[src/rtl/traffic_pkg.sv]
// traffic_pkg: light codes, tracked phase encoding and pattern helpers shared
// by the traffic light monitor and its dwell timer.
package traffic_pkg;

  // One-hot light codes, bit order {R,Y,G}
  localparam logic [2:0] LT_RED = 3'b100;
  localparam logic [2:0] LT_YEL = 3'b010;
  localparam logic [2:0] LT_GRN = 3'b001;

  // Tracked phase, visible on the monitor's phase output
  typedef enum logic [2:0] {
    SYNC       = 3'd0,
    AG         = 3'd1,
    AY         = 3'd2,
    BG         = 3'd3,
    BY         = 3'd4,
    FAULT_HOLD = 3'd5
  } phase_e;

  // What the two lights currently show, once decoded
  typedef enum logic [2:0] {
    PAT_AG     = 3'd0,
    PAT_AY     = 3'd1,
    PAT_BG     = 3'd2,
    PAT_BY     = 3'd3,
    PAT_ALLRED = 3'd4,
    PAT_OTHER  = 3'd5
  } pattern_e;

  // True when a single light shows exactly one lamp
  function automatic logic is_light_code(input logic [2:0] light);
    return (light == LT_RED) || (light == LT_YEL) || (light == LT_GRN);
  endfunction

  // Classify the pair of lights; anything that is not a named phase or
  // all-red lands in PAT_OTHER (code or conflict errors catch those)
  function automatic pattern_e decode_pattern(input logic [2:0] light_a,
                                              input logic [2:0] light_b);
    pattern_e pat;
    pat = PAT_OTHER;
    if (light_a == LT_GRN && light_b == LT_RED) pat = PAT_AG;
    else if (light_a == LT_YEL && light_b == LT_RED) pat = PAT_AY;
    else if (light_a == LT_RED && light_b == LT_GRN) pat = PAT_BG;
    else if (light_a == LT_RED && light_b == LT_YEL) pat = PAT_BY;
    else if (light_a == LT_RED && light_b == LT_RED) pat = PAT_ALLRED;
    return pat;
  endfunction

  // Pattern that a tracked phase expects to see on the lights
  function automatic pattern_e phase_pattern(input phase_e ph);
    pattern_e pat;
    case (ph)
      AG:      pat = PAT_AG;
      AY:      pat = PAT_AY;
      BG:      pat = PAT_BG;
      BY:      pat = PAT_BY;
      default: pat = PAT_OTHER;
    endcase
    return pat;
  endfunction

  // The only legal successor of each tracked phase
  function automatic phase_e next_legal(input phase_e ph);
    phase_e nxt;
    case (ph)
      AG:      nxt = AY;
      AY:      nxt = BG;
      BG:      nxt = BY;
      BY:      nxt = AG;
      default: nxt = SYNC;
    endcase
    return nxt;
  endfunction

  function automatic logic is_green(input phase_e ph);
    return (ph == AG) || (ph == BG);
  endfunction

  function automatic logic is_tracked(input phase_e ph);
    return (ph == AG) || (ph == AY) || (ph == BG) || (ph == BY);
  endfunction

endpackage

[src/rtl/traffic_light_monitor_phase_timer.sv]
// phase_timer: counts how many cycles the current light pattern has been
// held and compares that dwell against the green/yellow limits.
module phase_timer #(
  parameter int CNT_W = 8
) (
  input  logic             clk,
  input  logic             reset,
  input  logic             clear,
  input  logic             restart,
  input  logic [CNT_W-1:0] green_min,
  input  logic [CNT_W-1:0] green_max,
  input  logic [CNT_W-1:0] yellow_len,
  output logic             below_min,
  output logic             at_max,
  output logic             yellow_off
);

  localparam logic [CNT_W-1:0] DWELL_ONE = {{(CNT_W-1){1'b0}}, 1'b1};
  localparam logic [CNT_W-1:0] DWELL_SAT = {CNT_W{1'b1}};

  logic [CNT_W-1:0] dwell;

  // Dwell: 0 outside tracked phases, 1 on a phase's first cycle, then counts up and sticks at all-ones
  always_ff @(posedge clk or negedge reset) begin
    if (!reset) begin
      dwell <= '0;
    end else if (clear) begin
      dwell <= '0;
    end else if (restart) begin
      dwell <= DWELL_ONE;
    end else if (dwell != DWELL_SAT) begin
      dwell <= dwell + DWELL_ONE;
    end
  end

  // Compares on the dwell reached so far; at_max means the next held cycle crosses the green limit
  always_comb begin
    below_min  = dwell < green_min;
    at_max     = dwell == green_max;
    yellow_off = dwell != yellow_len;
  end

endmodule

[src/rtl/traffic_light_monitor.sv]
// traffic_light_monitor: passive checker on the trafficLight outputs. Follows
// the AG->AY->BG->BY phase ring, pulses an error flag for bad codes, green
// conflicts, out-of-order steps and dwell violations, and keeps a sticky
// fault plus a count of completed rounds.
module traffic_light_monitor
  import traffic_pkg::*;
#(
  parameter int GREEN_MIN  = 4,
  parameter int GREEN_MAX  = 8,
  parameter int YELLOW_LEN = 2,
  parameter int CNT_W      = 8
) (
  input  logic        clk,
  input  logic        reset,
  input  logic [2:0]  LightA,
  input  logic [2:0]  LightB,
  output logic [2:0]  phase,
  output logic        err_code,
  output logic        err_conflict,
  output logic        err_seq,
  output logic        err_timing,
  output logic        fault,
  output logic [15:0] cycles_done
);

  localparam logic [CNT_W-1:0] GREEN_MIN_C  = CNT_W'(GREEN_MIN);
  localparam logic [CNT_W-1:0] GREEN_MAX_C  = CNT_W'(GREEN_MAX);
  localparam logic [CNT_W-1:0] YELLOW_LEN_C = CNT_W'(YELLOW_LEN);

  phase_e   state;
  phase_e   state_next;
  pattern_e pat;

  logic code_bad;
  logic conflict_bad;
  logic hard_err;
  logic tracking;
  logic same;
  logic legal_step;

  // partial_q: the phase was entered straight from SYNC, so its dwell is not
  // trusted. round_armed_q: AG was entered by a real BY->AG step, so the
  // next BY->AG closes a complete round.
  logic partial_q;
  logic partial_next;
  logic round_armed_q;
  logic round_armed_next;

  logic code_next;
  logic conflict_next;
  logic seq_next;
  logic timing_next;
  logic cycle_inc;

  logic timer_clear;
  logic timer_restart;
  logic below_min;
  logic at_max;
  logic yellow_off;

  assign pat          = decode_pattern(LightA, LightB);
  assign code_bad     = !is_light_code(LightA) || !is_light_code(LightB);
  assign conflict_bad = (LightA != LT_RED) && (LightB != LT_RED);
  assign hard_err     = code_bad || conflict_bad;
  assign tracking     = is_tracked(state);
  assign same         = pat == phase_pattern(state);
  assign legal_step   = pat == phase_pattern(next_legal(state));

  assign timer_clear   = (state_next == SYNC) || (state_next == FAULT_HOLD);
  assign timer_restart = state_next != state;

  assign phase = state;

  phase_timer #(
    .CNT_W (CNT_W)
  ) u_timer (
    .clk        (clk),
    .reset      (reset),
    .clear      (timer_clear),
    .restart    (timer_restart),
    .green_min  (GREEN_MIN_C),
    .green_max  (GREEN_MAX_C),
    .yellow_len (YELLOW_LEN_C),
    .below_min  (below_min),
    .at_max     (at_max),
    .yellow_off (yellow_off)
  );

  // Phase state register
  always_ff @(posedge clk or negedge reset) begin
    if (!reset) begin
      state <= SYNC;
    end else begin
      state <= state_next;
    end
  end

  // Next phase: bad codes or conflicts always park in FAULT_HOLD; otherwise follow the ring
  always_comb begin
    state_next = state;
    if (hard_err) begin
      state_next = FAULT_HOLD;
    end else begin
      case (state)
        SYNC: begin
          if (pat == PAT_AG) state_next = AG;
          else if (pat == PAT_BG) state_next = BG;
        end
        FAULT_HOLD: begin
          if (pat == PAT_AG || pat == PAT_BG) state_next = SYNC;
        end
        default: begin
          if (same) state_next = state;
          else if (legal_step) state_next = next_legal(state);
          else state_next = FAULT_HOLD;
        end
      endcase
    end
  end

  // Error flags and round count for this sample; seq and timing are ignored on a code/conflict cycle
  always_comb begin
    code_next     = code_bad;
    conflict_next = conflict_bad;
    seq_next      = 1'b0;
    timing_next   = 1'b0;
    cycle_inc     = 1'b0;
    if (!hard_err && tracking) begin
      if (is_green(state)) begin
        if (same) timing_next = !partial_q && at_max;
        else timing_next = !partial_q && below_min;
      end else if (!same) begin
        timing_next = yellow_off;
      end
      seq_next  = !same && !legal_step;
      cycle_inc = (state == BY) && legal_step && round_armed_q;
    end
  end

  // Bookkeeping for the partial first phase and round arming
  always_comb begin
    partial_next     = partial_q;
    round_armed_next = round_armed_q;
    if (!is_tracked(state_next)) begin
      partial_next = 1'b0;
    end else if (state == SYNC) begin
      partial_next = 1'b1;
    end else if (state_next != state) begin
      partial_next = 1'b0;
    end
    if (!is_tracked(state_next)) begin
      round_armed_next = 1'b0;
    end else if (state == BY && state_next == AG) begin
      round_armed_next = 1'b1;
    end
  end

  // Bookkeeping registers
  always_ff @(posedge clk or negedge reset) begin
    if (!reset) begin
      partial_q     <= 1'b0;
      round_armed_q <= 1'b0;
    end else begin
      partial_q     <= partial_next;
      round_armed_q <= round_armed_next;
    end
  end

  // Registered error pulses, sticky fault and round counter
  always_ff @(posedge clk or negedge reset) begin
    if (!reset) begin
      err_code     <= 1'b0;
      err_conflict <= 1'b0;
      err_seq      <= 1'b0;
      err_timing   <= 1'b0;
      fault        <= 1'b0;
      cycles_done  <= 16'd0;
    end else begin
      err_code     <= code_next;
      err_conflict <= conflict_next;
      err_seq      <= seq_next;
      err_timing   <= timing_next;
      fault        <= fault | code_next | conflict_next | seq_next | timing_next;
      if (cycle_inc) cycles_done <= cycles_done + 16'd1;
    end
  end

endmodule

[config.mk]
export PLATFORM = sky130hd
export DESIGN_NAME = traffic_light_monitor
export DESIGN_NICKNAME = d
export VERILOG_FILES = /design/src/rtl/traffic_pkg.sv /design/src/rtl/traffic_light_monitor_phase_timer.sv /design/src/rtl/traffic_light_monitor.sv
export SDC_FILE = /design/constraint.sdc
export NUM_CORES = 1
export LEC_CHECK = 0
export CAP_MARGIN = 40
export CORE_ASPECT_RATIO = 0.5
export CORE_MARGIN = 5
export CORE_UTILIZATION = 63
export DETAILED_ROUTE_END_ITERATION = 8
export DONT_BUFFER_PORTS = 1
export GPL_TIMING_DRIVEN = 0
export PLACE_DENSITY = 0.82
export SYNTH_ARGS = -nofsm -noshare
export SYNTH_HDL_FRONTEND = slang
export SYNTH_SLANG_ARGS = --single-unit
export TNS_END_PERCENT = 20
[constraint.sdc]
create_clock -name clk -period 2.45 [get_ports clk]
set_input_delay 0.245 -clock clk [delete_from_list [all_inputs] [get_ports clk]]
set_output_delay 0.245 -clock clk [all_outputs]
set_load 0.005 [all_outputs]
==> summary.txt <==
Placed design
  – GPL Wtd Cong: 0.887
  – Placed Cells: 296
  – DP HPWL: 3.63 mm
  – IO buf count: 0

Clock network
  – Clk pin slew, worst setup/hold paths: 0.06 ns
  – Clk buf depth: 2
  – Worst-skew pair later-pin latency: 0.28 ns
  – Total clock buffers created by CTS: 5
  – CTS tree: yes
  – H-tree levels: 2
  – Root Driver: clkbuf_8
  – Clk sinks: 34

Die
  – Row count: 15
  – Chip Width: 95.1 µm
  – Core Box Area: 0.00345 mm²
  – Starting density of the core: 66.0%
  – Total die area: 0.00499 mm²
  – Die height: 52.5 µm
  – # IOs: 32

Worst setup path
  – Worst path cell trace: clkbuf_1 -> nor2_1 -> a221o_1 -> a2111oi_4 -> a21oi_4 -> buf_12 -> nor3_2
  – WP buf/inv: 2
  – Worst EP required: 2.65 ns
  – Crit path launch type: flop
  – Worst setup path class: flop to flop
  – Worst EP arrival: 2.48 ns
  – FF-to-FF Start: phase[0]
  – Reg2Reg Depth: 7
  – Crit. End Element: flop
  – Crit Reg-Reg Endpoint: u_timer.dwell[5]
  – CP delay by family, top: compound AO/OA/AOI/OAI gates
  – CP Max Fanout: 10
  – Worst reg2reg setup slack: 0.17 ns
  – Crit-path max cell delay: 0.47 ns
  – Slowest CP cell: a2111oi_4

STA
  – Unrepaired setup endpoints after global routing: no
  – Final hold slack: 0.121 ns
  – Max-slew headroom: 62.5%
  – Fin. max-slew vios: 0
  – Clk_skew: 0.00360 ns
  – Final worst path period share: 93.0%
  – Final TNS setup: 0 ns
  – Fin crit period: 2.28 ns
  – Slew @ Worst Pin: 0.558 ns
  – Setup violators final: 0
  – F_max: 0.439 GHz
  – Final hold vios: 0

Power
  – Pwr dens: 418 mW/mm²
  – Leak: 1.05 nW
  – Switching Share: 22.3%
  – Part of the power in registers: 54.0%
  – Net Sw Power: 233 µW
  – P_int: 813 µW
  – Combinational Power Share: 8.2%
  – Clock network power share: 37.8%
  – Worst IR Drop VDD: 0.187 mV

Layout
  – Most common cell after layout, fill and taps aside: dfrtp_1
  – Final std cells w/o fill: 305
  – Antenna diodes: 0
  – Area growth, synth to finish: 9.77%
  – Commonest cells after routing, fill and taps aside: 34 x dfrtp_1, 27 x nor2_1, 22 x nand2_1
  – Fraction of layout cells with a size suffix above 1: 16.5%
  – Layout net count: 267

Yosys
  – Top FF cell, synth: dfrtp_1
  – Yosys warnings: 0
  – Synth area leader: dfrtp_1
  – Seq/Total Area, Yosys: 37.3%
  – Synth area leaders: dfrtp_1 37%, xnor2_1 5.0%, nor2_1 4.8%
  – Synth top area share: 37.3%
  – Synth unique cells: 64
  – Average size of a mapped cell: 9.30 µm²
  – Post-synth EDFFs: 0
  – FFs w/ async S/R, synth: 100%
  – Synth Instances: 245
  – Syn Nets: 257
  – Seq cells post-synth: 34
  – Synth Cell Area: 0.00228 mm²

Global route
  – GRT Total Usage: 21.9%
  – Grt total ovfl: 0
  – Largest net degree at the start of global routing: 35
  – Global-route wire length before repair: 8.51 mm
  – Vias in the first global route: 1851
  – Initial antenna violation count: 0

Route
  – Top Metal Used: met4
  – Met3 WL: 328 µm
  – Initial DRC count: 113
  – Metal2 WL: 2.40 mm
  – Drt wl/cell: 16.1 µm
  – Detail Route Antenna Nets: 0
  – DRC viols: 0
  – Iteration count of the initial detailed-routing pass: 4
  – DR vias/cell: 6.15
  – Routed wire length: 4.90 mm
  – Total number of vias: 1876
  – WL met1: 2.11 mm

Worst hold path
  – Hold_sp: LightB[0]
  – Cells on Worst Hold Path: 2
  – Hold path endpoint: err_conflict
  – Worst hold path class: input pin to flop

Run status
  – Outcome: finished, final reports clean

Flow run
  – Max Cap Viol: 0
[stage by stage]
| step | power (mW) | worst slack (ns) | utilization (%) | cell area [µm²] |
|---|---|---|---|---|
| after floorplan | 0.634 | 0.313 | - | 2280 |
| after global placement | 0.642 | -0.0221 | 67.9 | 2340 |
| after detailed placement | 0.644 | -0.0688 | 67.9 | 2340 |
| after CTS | 1.05 | 0.0367 | 71.3 | 2460 |
| after global routing | 1.09 | 0.0101 | 72.5 | 2500 |
| final | 1.05 | 0.171 | 72.5 | 2500 |
[flip-flops by register name, summed over array words and instances (netlist names)]
register	flops
err_conflict	1
round_armed_q	1
u_timer.dwell	8
fault	1
err_code	1
cycles_done	16
err_timing	1
phase	3
err_seq	1
partial_q	1
[routing by layer]
| layer | up-vias | global-route usage (%) |
|---|---|---|
| met5 | - | 0 |
| met4 | 0 | 8.13 |
| met3 | 7 | 5.31 |
| met2 | 66 | 37.7 |
| met1 | 904 | 27.0 |
| li1 | 899 | - |
[timing repair]
action / in CTS / in global routing
gates resized for setup: 1 / 8
hold buffers: 2 / 0
pin swaps: 0 / 1
buffers inserted: 0 / 1
setup endpoints to repair: 2 / 12
gates cloned: 0 / 0
hold endpoints to repair: 34 / 0
[cell type report]
class	instances	area [µm²]
multi-input combinational	189	1340
timing repair buffer	3	50.0
tap	51	63.8
inverter	11	41.3
buffer	11	75.1
fill	263	951
sequential	34	851
clock buffer	6	82.6
[Yosys cell counts (7+ instances only)]
master,count
nand3_1,15
dfrtp_1,34
xnor2_1,13
a21oi_1,7
nand2_1,22
and3_1,7
inv_1,11
nor2_1,29
nor3_2,7
o21ai_0,8
xor2_1,7
[power groups by stage]
stage,logic (mW),registers [mW],clock network [mW]
after CTS,0.0843,0.566,0.402
after global routing,0.0953,0.565,0.426
final,0.0855,0.565,0.396
after detailed placement,0.0684,0.576,0
after floorplan,0.0581,0.576,0
after global placement,0.0664,0.576,0
[logic make-up (layout without fill, tap and decap cells)]
| logic type | count (synthesis) | count (layout) | synth area share (%) |
|---|---|---|---|
| buf+inv | 22 | 31 | 4.99 |
| mux | 2 | 2 | 0.933 |
| flops | 34 | 34 | 37.3 |
| compound gates | 49 | 49 | 17.3 |
| fa+ha+maj | 4 | 4 | 2.20 |
| simple gates | 113 | 113 | 28.9 |
| xor+xnor | 21 | 21 | 8.40 |
[worst register-to-register path: stages (launching register included)]
cell and delay [ns]:
dfrtp_1 0.44, clkbuf_1 0.34, nor2_1 0.16, a221o_1 0.40
a2111oi_4 0.47, a21oi_4 0.06, buf_12 0.16, nor3_2 0.17
[worst max path at each step]
| stage | from | endpoint | slack, ns | depth (start not counted) |
|---|---|---|---|---|
| 2_1_floorplan | LightB[1] | u_timer.dwell[1] | 0.31 | 8 |
| 3_3_place_gp | phase[1] | cycles_done[15] | -0.02 | 7 |
| 3_5_place_dp | phase[1] | cycles_done[15] | -0.07 | 7 |
| 4_1_cts | phase[1] | err_timing | 0.04 | 8 |
| 5_1_grt | phase[0] | u_timer.dwell[5] | 0.01 | 7 |
| 6_report | phase[0] | u_timer.dwell[5] | 0.17 | 7 |
(Power assumes the default switching activity.)
